## config.mk

```make
export PLATFORM = sky130hd
export DESIGN_NAME = comparator_selftest
export DESIGN_NICKNAME = d
export VERILOG_FILES = /design/src/rtl/comparator_selftest.sv
export SDC_FILE = /design/constraint.sdc
export NUM_CORES = 1
export LEC_CHECK = 0
export CORE_MARGIN = 8
export CORE_UTILIZATION = 49
export DETAILED_ROUTE_END_ITERATION = 6
export HOLD_SLACK_MARGIN = 0.08
export PLACE_DENSITY = 0.76
export SLEW_MARGIN = 20
export SYNTH_ARGS = -nofsm -noshare
export SYNTH_HDL_FRONTEND = slang
export SYNTH_SLANG_ARGS = --single-unit
```

## constraint.sdc

```tcl
create_clock -name clk -period 2.7 [get_ports clk]
set_input_delay 0.405 -clock clk [delete_from_list [all_inputs] [get_ports clk]]
set_output_delay 0.405 -clock clk [all_outputs]
set_load 0.005 [all_outputs]
```

## src/rtl/comparator_selftest.sv

```systemverilog
// comparator_selftest: steps every switch vector through a comparator and checks z against A > B
module comparator_selftest #(
  parameter int N = 4,
  parameter int SETTLE_CYCLES = 2
) (
  input  logic           clk,
  input  logic           rst_n,
  input  logic           start,
  input  logic           abort,
  input  logic           z,
  output logic [2*N-1:0] switch,
  output logic           busy,
  output logic           done,
  output logic           pass,
  output logic [2*N:0]   err_count,
  output logic [2*N-1:0] first_fail,
  output logic           first_fail_valid
);
  typedef enum logic [1:0] {IDLE, DRIVE, SAMPLE, DONE} state_t;
  state_t     state;
  logic [7:0] cnt;
  logic       miss;
  logic [2*N:0] err_next;
  // mismatch of the current sample and the count it would produce
  always_comb begin
    miss     = z != (switch[2*N-1:N] > switch[N-1:0]);
    err_next = err_count + (2*N+1)'(miss);
  end
  // run sequencer: drive, settle, sample, advance; abort wins over a sample update
  always_ff @(posedge clk or negedge rst_n) begin
    if (!rst_n) begin
      state            <= IDLE;
      cnt              <= '0;
      switch           <= '0;
      busy             <= 1'b0;
      done             <= 1'b0;
      pass             <= 1'b0;
      err_count        <= '0;
      first_fail       <= '0;
      first_fail_valid <= 1'b0;
    end else begin
      done <= 1'b0;
      if ((state == DRIVE || state == SAMPLE) && abort) begin
        state  <= IDLE;
        busy   <= 1'b0;
        switch <= '0;
        pass   <= 1'b0;
      end else begin
        case (state)
          IDLE: if (start && !abort) begin
            state            <= DRIVE;
            busy             <= 1'b1;
            switch           <= '0;
            cnt              <= '0;
            err_count        <= '0;
            pass             <= 1'b0;
            first_fail       <= '0;
            first_fail_valid <= 1'b0;
          end
          DRIVE: begin
            cnt <= cnt + 8'd1;
            if (cnt == 8'(SETTLE_CYCLES - 1)) state <= SAMPLE;
          end
          SAMPLE: begin
            err_count <= err_next;
            if (miss && !first_fail_valid) begin
              first_fail       <= switch;
              first_fail_valid <= 1'b1;
            end
            if (&switch) begin
              state <= DONE;
              done  <= 1'b1;
              busy  <= 1'b0;
              pass  <= err_next == '0;
            end else begin
              switch <= switch + 1'b1;
              cnt    <= '0;
              state  <= DRIVE;
            end
          end
          default: state <= IDLE;
        endcase
      end
    end
  end
endmodule
```

==> results of run 1 <==
==> synth_stat cells, types with 3 or more instances <==
master / count / share of area (%)
a22o_1: 5 / 1.9
a31oi_1: 4 / 1.1
dfrtp_1: 39 / 43
nand2b_1: 3 / 0.83
and3_1: 8 / 2.2
o22ai_1: 8 / 2.2
nand3_1: 15 / 3.3
ha_1: 14 / 7.7
nand4_1: 4 / 1.1
inv_1: 14 / 2.3
clkbuf_1: 7 / 1.2
nor2b_1: 6 / 1.7
nand2_1: 31 / 5.1
and2_1: 6 / 1.7
o21ai_0: 28 / 6.2
o31ai_1: 12 / 4.0
nor2_1: 12 / 2.0
==> area by class of cell <==
class	instances	share of cell area [%]
timing repair buffer	52	16.2
inverter	14	1.82
sequential	39	33.8
tap	52	2.25
clock inverter	3	0.692
clock buffer	5	2.38
multi-input combinational	188	42.9
==> metrics by stage <==
stage	cells	instance area, sq um	setup WS (ns)	TNS, ns	hold slack [ns]
after floorplan	249	2270	-0.0441	-0.0441	0.109
after global placement	341	2740	0.0663	0	0.462
after detailed placement	341	2740	-0.0340	-0.0340	0.473
after CTS	350	2850	0.00242	0	0.253
after global routing	353	2890	-0.212	-0.212	0.304
final	353	2890	-0.00160	-0.00160	0.212
==> worst reg2reg max path, stage by stage (launching register included) <==
cell and delay, ns:
dfrtp_1 0.40, ha_1 0.31, nor2b_1 0.13, o211a_1 0.24, o31a_1 0.30, and2_4 0.15
buf_4 0.12, ha_1 0.16, and3_1 0.18, and2_1 0.18, nor3_1 0.13, a31oi_1 0.07
o31ai_1 0.24
==> state kept, by name, indices dropped and copies added (netlist names) <==
signal            cells
switch                8
first_fail            8
cnt                   8
done                  1
first_fail_valid      1
busy                  1
pass                  1
err_count             9
state                 2
==> power by group through the flow <==
stage / clock (mW) / sequential, mW / combinational (mW)
floorplan: 0 / 0.743 / 0.617
global placement: 0 / 0.741 / 0.960
detailed placement: 0 / 0.741 / 0.973
CTS: 0.413 / 0.734 / 0.996
global route: 0.433 / 0.753 / 1.18
finish: 0.407 / 0.740 / 1.05
==> per-layer routing <==
metal | vias to the layer above | track usage (%) | wire [um]
li1 | 1003 | - | -
met1 | 980 | 20.6 | 2520
met2 | 44 | 26.5 | 2740
met3 | 7 | 3.22 | 223
met4 | 0 | 6.91 | 99
met5 | - | 0 | 0
==> kinds of logic (layout without fill, tap and decap cells) <==
logic type / Yosys count / after routing / synth area share [%]
adders and majority gates: 14 / 14 / 7.73
buffers and inverters: 22 / 74 / 3.70
DFF: 39 / 39 / 43.1
xor gates and xnor gates: 4 / 4 / 1.55
and+or+nand+nor: 99 / 99 / 22.6
AOI/OAI and AO/OA: 71 / 71 / 21.3
==> what timing repair did <==
item,CTS,global route
buffers inserted,1,3
pin swaps,1,6
setup endpoints to repair,1,4
resized for setup,3,5
==> how the worst max path moves through the flow <==
stage | end | cells after the start
after global routing | pass | 12
after global placement | pass | 13
after detailed placement | pass | 13
after CTS | pass | 13
final | pass | 12
after floorplan | pass | 14
==> impl_metrics.tcl, run 1 <==
set metrics [dict create \
    arrival_ns 2.91 \
    min_path_type "primary input to async pin" \
    path_delay_family "compound AO/OA/AOI/OAI gates" \
    synth_area_sq_um 2260 \
    endpoint_kind "register" \
    wl_per_cell_um 15.8 \
    worstPathCellList "ha_1 -> nor2b_1 -> o211a_1 -> o31a_1 -> and2_4 -> buf_4 -> ha_1 -> and3_1 -> and2_1 -> nor3_1 -> a31oi_1 -> o31ai_1" \
    grt.total_usage_pct 16.4 \
    synth_edf_count 0 \
    setup_violations 1 \
    cts_buffers 5 \
    yosys_warnings 0 \
    layout_common_cells "39 x dfrtp_1, 32 x clkdlybuf4s50_1, 31 x nand2_1" \
    seqPwrFrac_pct 33.7 \
    critPathKind "register to register" \
    totalWireLength_um 5580 \
    grt_pass1_vias 2000 \
    ir_worst_vdd_v 0.000362 \
    cts.clk_slew.worst_paths_ns 0.08 \
    ys.flop_type "dfrtp_1" \
    power_frac_comb_pct 47.8 \
    worstSkewPairLatency_ns 0.30 \
    cts_tree "built" \
    io_buffers 33 \
    avgSynthCellArea_sq_um 9.10 \
    p_int_mw 1.31 \
    place.gp.congestion 0.886 \
    die_h_um 84.0 \
    worst_slew_pin_slew_ns 0.865 \
    crit_required_ns 2.91 \
    root_buffer "clkbuf_8" \
    antenna_found_initial 0 \
    regArea_sq_um 976 \
    fp.dieW_um 84.0 \
    start_kind "register" \
    mappedNetlistNets 268 \
    status "finished, violations left" \
    rsz0062_at_grt "true" \
    power_leakage_nw 1.27 \
    grt_max_degree 40 \
    pin_count 34 \
    cp_max_fo 5 \
    startpoint "switch[5]" \
    fillerInstances 373 \
    reg2reg_setup_slack_ns -0.002 \
    via_count 2034 \
    fin_ws_ns -0.00160 \
    violations "setup timing" \
    row_count 24 \
    layout_commonest_cell "dfrtp_1" \
    async_flop_share_pct 100 \
    finalMaxSlewViolations 0 \
    path_common_cell "ha_1" \
    fin_nets 319 \
    layout-drive-gt1-share_pct 14.6 \
    path_buf_inv 1 \
    net-switching-power_uw 887 \
    via_per_inst 5.76 \
    r2r_cells 12 \
    crit_slowest_cell "dfrtp_1" \
    cts_sinks 39 \
    cap_violations 0 \
    syn2layout_area_growth_pct 27.7 \
    fmax_ghz 0.370 \
    synthCells 249 \
    ant_nets 0 \
    min_period_ns 2.70 \
    powerDensity_nw_per_um2 759 \
    clockBufferDepth 2 \
    grt_pass1_wl_um 9650 \
    reg2reg_to "pass" \
    power_frac_clock_pct 18.5 \
    grt-ovfl-total 0 \
    coreArea_sq_um 4410 \
    post-dp-hpwl_um 3980 \
    initial_utilization_pct 51.3 \
    hold_viol 0 \
    synth_seq_cells 39 \
    slew_headroom_pct 42.4 \
    finalCritPeriodShare_pct 100 \
    post-route-util_pct 65.5 \
    synth.distinct_cells 43 \
    drt_iter0_drc 95 \
    cts_hold_buf 0 \
    swShare_pct 40.4 \
    htreeDepth 2 \
    num_antenna_cells 0 \
    die_area_sq_um 7050 \
    ys_seq_area_share_pct 43.1 \
    p_total_mw 2.19 \
    drc 0 \
    timing.rr.start "switch[5]" \
    firstDrtPassIters 4 \
    critical_path.max_stage_delay_ns 0.40 \
    clock_skew_ns 0.00533 \
    multi_input_area_sq_um 1240 \
]
No activity file was read; power rests on OpenSTA's default activity.
==> run 2, diff against run 1 <==
--- a/config.mk
+++ b/config.mk
@@ -10,7 +10,6 @@
 export DETAILED_ROUTE_END_ITERATION = 6
 export HOLD_SLACK_MARGIN = 0.08
 export PLACE_DENSITY = 0.76
-export SLEW_MARGIN = 20
 export SYNTH_ARGS = -nofsm -noshare
 export SYNTH_HDL_FRONTEND = slang
 export SYNTH_SLANG_ARGS = --single-unit
==> results of run 2 <==
Same layout as run 1: the final DEF is identical, and so are final timing and power.
